$ cat src/rtl/ws2812_pkg.sv
// Shared types and constants for the WS2812 stream driver.
package ws2812_pkg;

  typedef enum logic [2:0] {
    S_IDLE,
    S_LOAD,
    S_HIGH,
    S_LOW,
    S_LATCH
  } state_t;

  localparam logic [6:0] SHOW_IDX = 7'h7F;

  localparam int ST_BUSY = 0;
  localparam int ST_PEND = 1;
  localparam int ST_ACK  = 2;

endpackage

$ cat src/rtl/ws2812_frame_buffer.sv
// Double-banked frame store: 256x8, one write port, one registered read port.
module ws2812_frame_buffer (
  input  logic       i_clk,
  input  logic       i_we,
  input  logic [7:0] i_waddr,
  input  logic [7:0] i_wdata,
  input  logic       i_re,
  input  logic [7:0] i_raddr,
  output logic [7:0] o_rdata
);

  logic [7:0] r_mem [256];
  logic [7:0] r_rdata;

  // Read data holds between reads so the serialiser can index it for a whole byte.
  always_ff @(posedge i_clk) begin
    if (i_we) r_mem[i_waddr] <= i_wdata;
    if (i_re) r_rdata <= r_mem[i_raddr];
  end

  assign o_rdata = r_rdata;

endmodule

$ cat src/rtl/ws2812_stream_driver.sv
// CPU-fed WS2812 serialiser: toggle-strobed byte writes into a back bank,
// show command swaps banks and streams the front bank with exact bit timing.
module ws2812_stream_driver
  import ws2812_pkg::*;
#(
  parameter int NUM_LEDS  = 40,
  parameter int T0H_CYC   = 20,
  parameter int T1H_CYC   = 40,
  parameter int BIT_CYC   = 63,
  parameter int LATCH_CYC = 3000
) (
  input  logic       clk_clk,
  input  logic       reset_reset,
  input  logic [7:0] led_adress,
  input  logic [7:0] led_data,
  output logic [7:0] led_control,
  output logic       led_dout
);

  localparam int NBYTES = 3 * NUM_LEDS;
  localparam int CW     = $clog2(LATCH_CYC + BIT_CYC);
  localparam logic [6:0]    LAST_IDX  = 7'(NBYTES - 1);
  localparam logic [CW-1:0] HI1_END   = CW'(T1H_CYC - 1);
  localparam logic [CW-1:0] HI0_END   = CW'(T0H_CYC - 1);
  localparam logic [CW-1:0] LO1_END   = CW'(BIT_CYC - T1H_CYC - 1);
  localparam logic [CW-1:0] LO0_END   = CW'(BIT_CYC - T0H_CYC - 1);
  localparam logic [CW-1:0] LATCH_END = CW'(LATCH_CYC - 1);

  state_t        r_state, w_next;
  logic          r_prev_tgl, r_bank_sel, r_pend, r_busy, r_dout;
  logic [6:0]    r_idx;
  logic [2:0]    r_bit;
  logic [CW-1:0] r_cyc;
  logic [7:0]    w_rdata, w_ctrl;
  logic          w_evt, w_wr, w_show, w_bit, w_last_byte;
  logic          w_hi_done, w_lo_done, w_latch_done, w_restart;

  assign w_evt        = led_adress[7] != r_prev_tgl;
  assign w_wr         = w_evt && (led_adress[6:0] < 7'(NBYTES));
  assign w_show       = w_evt && (led_adress[6:0] == SHOW_IDX);
  assign w_bit        = w_rdata[r_bit];
  assign w_last_byte  = r_idx == LAST_IDX;
  assign w_hi_done    = r_cyc == (w_bit ? HI1_END : HI0_END);
  assign w_lo_done    = r_cyc == (w_bit ? LO1_END : LO0_END);
  assign w_latch_done = r_cyc == LATCH_END;
  assign w_restart    = (r_state == S_IDLE && w_show) ||
                        (r_state == S_LATCH && w_latch_done && (r_pend || w_show));

  // Writes use the pre-swap bank_sel, so a write racing a swap lands in the old back bank.
  ws2812_frame_buffer u_fb (
    .i_clk   (clk_clk),
    .i_we    (w_wr && !reset_reset),
    .i_waddr ({~r_bank_sel, led_adress[6:0]}),
    .i_wdata (led_data),
    .i_re    (r_state == S_LOAD),
    .i_raddr ({r_bank_sel, r_idx}),
    .o_rdata (w_rdata)
  );

  always_ff @(posedge clk_clk) begin
    if (reset_reset) r_state <= S_IDLE;
    else             r_state <= w_next;
  end

  always_comb begin
    w_next = r_state;
    case (r_state)
      S_IDLE:  if (w_show) w_next = S_LOAD;
      S_LOAD:  w_next = S_HIGH;
      S_HIGH:  if (w_hi_done) w_next = S_LOW;
      S_LOW:   if (w_lo_done)
                 w_next = (r_bit != 3'd0) ? S_HIGH : (w_last_byte ? S_LATCH : S_LOAD);
      S_LATCH: if (w_latch_done) w_next = (r_pend || w_show) ? S_LOAD : S_IDLE;
      default: w_next = S_IDLE;
    endcase
  end

  always_ff @(posedge clk_clk) begin
    if (reset_reset) begin
      r_prev_tgl <= led_adress[7];
      r_bank_sel <= 1'b0;
      r_pend     <= 1'b0;
      r_busy     <= 1'b0;
      r_dout     <= 1'b0;
      r_idx      <= '0;
      r_bit      <= '0;
      r_cyc      <= '0;
    end else begin
      r_prev_tgl <= led_adress[7];
      r_busy     <= r_state != S_IDLE;
      r_dout     <= r_state == S_HIGH;
      r_cyc      <= r_cyc + CW'(1);
      if (w_restart) begin
        r_bank_sel <= ~r_bank_sel;
        r_idx      <= '0;
        r_pend     <= 1'b0;
      end else if (w_show && r_state != S_IDLE) begin
        r_pend <= 1'b1;
      end
      case (r_state)
        S_LOAD: begin
          r_bit <= 3'd7;
          r_cyc <= '0;
        end
        // Before a byte boundary the LOW phase starts at 1, donating a cycle to LOAD.
        S_HIGH: if (w_hi_done) r_cyc <= (r_bit == 3'd0 && !w_last_byte) ? CW'(1) : '0;
        S_LOW: if (w_lo_done) begin
          r_cyc <= '0;
          if (r_bit != 3'd0)     r_bit <= r_bit - 3'd1;
          else if (!w_last_byte) r_idx <= r_idx + 7'd1;
        end
        S_LATCH: if (w_latch_done) r_cyc <= '0;
        default: r_cyc <= '0;
      endcase
    end
  end

  always_comb begin
    w_ctrl          = '0;
    w_ctrl[ST_BUSY] = r_busy;
    w_ctrl[ST_PEND] = r_pend;
    w_ctrl[ST_ACK]  = r_prev_tgl;
  end

  assign led_control = w_ctrl;
  assign led_dout    = r_dout;

endmodule

$ cat config.mk
export PLATFORM = sky130hd
export DESIGN_NAME = ws2812_stream_driver
export DESIGN_NICKNAME = d
export VERILOG_FILES = /design/src/rtl/ws2812_pkg.sv /design/src/rtl/ws2812_frame_buffer.sv /design/src/rtl/ws2812_stream_driver.sv
export SDC_FILE = /design/constraint.sdc
export NUM_CORES = 2
export LEC_CHECK = 0
export CORE_ASPECT_RATIO = 1.2
export CORE_UTILIZATION = 40
export DETAILED_ROUTE_END_ITERATION = 8
export GPL_TIMING_DRIVEN = 0
export HOLD_SLACK_MARGIN = 0.15
export PLACE_DENSITY_LB_ADDON = 0.08
export SLEW_MARGIN = 20
export SYNTH_ARGS = -nofsm -noshare
export SYNTH_HDL_FRONTEND = slang
export SYNTH_SLANG_ARGS = --single-unit
$ cat constraint.sdc
create_clock -name clk_clk -period 6.03 [get_ports clk_clk]
set_input_delay 1.809 -clock clk_clk [delete_from_list [all_inputs] [get_ports clk_clk]]
set_output_delay 1.809 -clock clk_clk [all_outputs]
set_load 0.01 [all_outputs]
==> results.md <==
* Run status: complete, no violations
* Initial cell density of the core at 40.2%
* Clock latency on the worst-skew pair at around 0.89 ns
* GPL Wtd Cong at approximately 1
* Synthesis-to-layout area growth at 15.1%
* Worst Min Path Start: r_bit[0]$_SDFFE_PP0P_
* FF/Latch Area at 62,300 um^2
* IO buf count at 19
* FF-to-FF path depth at 10
* Grt ovf at 0
* Post-DRT Antenna Nets at 0
* Pleak at between 20 and 30 nW
* Metal2 WL at approximately 150,000 um
* Hold buffers post-CTS at 0
* Main synth FF type: edfxtp_1
* Max layer used: met5
* Fraction of the yosys area taken by sequential cells at between 70% and 80%
* Total core area at between 200,000 and 250,000 um^2
* Share of cells above drive strength 1 at between 20 and 25%
* Routed WL per cell at between 40 and 50 um
* Multi-input gate area at about 18,000 um^2
* WL met3 at 34,700 um
* Peak supply drop at approximately 320 uV
* Clock root cell: clkbuf_16
* Crit path kind: reg -> reg
* Cells after Synth at between 3,000 and 4,000
* Post-synth EDFFs at approximately 2,100
* RSZ-0062 raised after global routing: false
* Clock transition at path regs at 0.07 ns
* CTS tree: yes
* Hold slack at 0.518 ns
* Worst Path Arrival at ~6.4 ns
* Routed length on met1 at roughly 130,000 um
* Maxcap violations at 0
* Crit end category: register
* Synth top area share at 75.8%
* Vias in the first global route at about 44,000
* Synthesized cell area at 81,400 um^2
* Critical path peak fanout at 10
* Die span in x at between 400 and 500 um
* Startpoint types: register
* Leading area contributor after synthesis: edfxtp_1
* Clock skew at around 0.047 ns
* FILL cells at about 17,000
* Count of final hold-check violations at 0
* CTS resizes at 0
* Die height at about 500 um
* Drc violations at 0
* Period minus WS final at 5.82 ns
* Worst reg2reg endpoint: u_fb.o_rdata[4]$_DFFE_PN_
* Critical Path RT at roughly 6.6 ns
* Ports at 27
* Clock sink total at 2,086
* Fmax at 172 MHz
* H-tree depth at 4
* Worst slew margin at under 10%
* Synth warn at 0
* R2R setup slack at between 0.2 and 0.25 ns
* Hold EP: r_bit[0]$_SDFFE_PP0P_
* Row count at around 180
* Crit share post-route at 96.5%
* Power Dens Cells at about 310 nW/um^2
* Vias per inst at about 6.4
* Final Setup Violations at 0
* First-pass GRT wire length at between 400,000 and 500,000 um
* Hold crit path type: reg -> reg
* Post-Place Worst Slack at roughly 0.42 ns
* Vias at 46,700
* Final HPWL DP at around 230,000 um
* Largest net degree at the start of global routing at 116
* Slew @ Worst Pin at between 1 and 1.5 ns
* Sum Neg Setup Slack at 0 ns
* Post-CTS Setup Inserts at 0
* Setup WS post-layout at ~0.21 ns
* Max-slew violations at 0
* Initial DRC Count at 8,354
* Num CTS Buffers at between 200 and 250
* Drt pass-1 iters at 6
* Initial antenna violation count at 29
* Library cells used by synthesis at 85
* DIE AREA at between 200,000 and 250,000 um^2
* Hold path depth at 1
* Tot GR Track Use at 33.9%
* Ys async rst share at 0%
* Area contributors post-synth: edfxtp_1 76%, mux4_2 12%, mux2i_1 3.0%
* Reg2Reg Launch Point: r_idx[1]$_SDFF_PP0_
* CTS max path bufs at 3
* Nets at roughly 4,400
* Drt total wl at roughly 350,000 um
* Seq cells post-synth at ~2,100
* Mean post-synth cell area at between 20 and 25 um^2
## cell families after synthesis
kind of cell               after synthesis  share of synthesized area [%]
and+or+nand+nor                        500                           2.69
AOI/OAI and AO/OA                      432                           3.88
adders and majority gates                5                         0.0768
xor gates and xnor gates                12                          0.129
buffers and inverters                  266                           1.81
muxes                                  680                           14.8
DFF                                   2086                           76.6
other                                    1                        0.00461
## worst max path at each step
stage	end	cells after the start	startpoint
3_5_place_dp	u_fb.r_mem[47][5]$_DFFE_PP_	7	led_adress[7]
3_3_place_gp	u_fb.r_mem[250][6]$_DFFE_PP_	1	led_data[6]
2_1_floorplan	u_fb.r_mem[55][0]$_DFFE_PP_	6	reset_reset
5_1_grt	u_fb.o_rdata[4]$_DFFE_PN_	10	r_idx[1]$_SDFF_PP0_
4_1_cts	u_fb.o_rdata[4]$_DFFE_PN_	10	r_idx[1]$_SDFF_PP0_
6_report	u_fb.o_rdata[4]$_DFFE_PN_	10	r_idx[1]$_SDFF_PP0_
## where the power goes
group	internal [mW]	switching, mW	total, mW
sequential	16.0	0.0185	16.0
clock	7.26	5.74	13.0
combinational	0.0884	0.392	0.480
total	23.4	6.15	29.5
## flip-flops by register name, summed over array words and instances, names as in the netlist
name          flops
r_state           3
r_cyc            12
r_bit             3
r_busy            1
r_bank_sel        1
r_idx             7
led_dout          1
u_fb.o_rdata      8
r_pend            1
r_prev_tgl        1
u_fb.r_mem     2048
## synth_stat cells, types with 30 or more instances
| library cell | count |
|---|---|
| nand3_1 | 38 |
| dfxtp_1 | 30 |
| nor2_1 | 285 |
| o21ai_0 | 41 |
| buf_2 | 77 |
| mux2i_1 | 246 |
| a221oi_1 | 47 |
| edfxtp_1 | 2056 |
| nand2_1 | 87 |
| o221ai_1 | 54 |
| a21oi_1 | 90 |
| a22oi_1 | 77 |
| mux4_2 | 416 |
| buf_4 | 53 |
| clkbuf_1 | 90 |
## routing by layer
layer  vias up  track usage, %
met5         -               0
met2      3233            50.5
li1      17300               -
met4        18            23.5
met3       870            8.82
met1     25300            43.3
## worst max-delay path: stages, from the launching register on
cell	delay [ns]
dfxtp_1	0.42
buf_4	0.18
buf_6	0.30
buf_4	0.52
buf_2	0.74
buf_2	0.94
mux4_2	0.48
a21oi_1	0.15
o21ai_0	0.29
a311oi_1	1.27
o31ai_1	0.13
## stage by stage
| stage | instances | utilization (%) | area, um^2 | total power, mW |
|---|---|---|---|---|
| 3_3_place_gp | 6786 | 42.2 | 85400 | 16.9 |
| 6_report | 7241 | 46.3 | 93700 | 29.5 |
| 4_1_cts | 7230 | 46.3 | 93700 | 29.5 |
| 5_1_grt | 7235 | 46.3 | 93700 | 30.0 |
| 3_5_place_dp | 6848 | 43.0 | 87100 | 16.8 |
| 2_1_floorplan | 4114 | - | 81900 | 16.4 |
## cell type report
class	instances	share of cell area, %
Antenna cell	10	0.0267
Buffer	252	1.60
Clock buffer	272	5.95
Clock inverter	110	1.11
Inverter	14	0.0561
Multi-Input combinational cell	1762	19.4
Sequential cell	2086	66.5
Tap cell	2653	3.54
Timing Repair Buffer	82	1.79
## layout by cell type (no fill, tap or decap), types with 17 or more instances in the layout
cell type | netlist | final
mux2i_1 | 246 | 246
nand3_1 | 38 | 38
buf_6 | 21 | 22
mux4_2 | 416 | 416
bufinv_16 | 0 | 18
buf_2 | 77 | 85
nand2_1 | 87 | 87
o221ai_1 | 54 | 54
clkbuf_2 | 0 | 52
buf_4 | 53 | 57
conb_1 | 1 | 133
o21ai_0 | 41 | 41
clkinv_2 | 0 | 22
a211oi_1 | 22 | 21
edfxtp_1 | 2056 | 2056
a221oi_1 | 47 | 46
nor2_2 | 1 | 22
buf_12 | 0 | 17
buf_16 | 0 | 37
clkinv_1 | 3 | 60
a21oi_1 | 90 | 90
a22oi_1 | 77 | 77
clkbuf_16 | 0 | 214
dfxtp_1 | 30 | 30
nor2_1 | 285 | 264
clkbuf_1 | 90 | 96
Note: power is estimated with default switching activity, not from simulation.
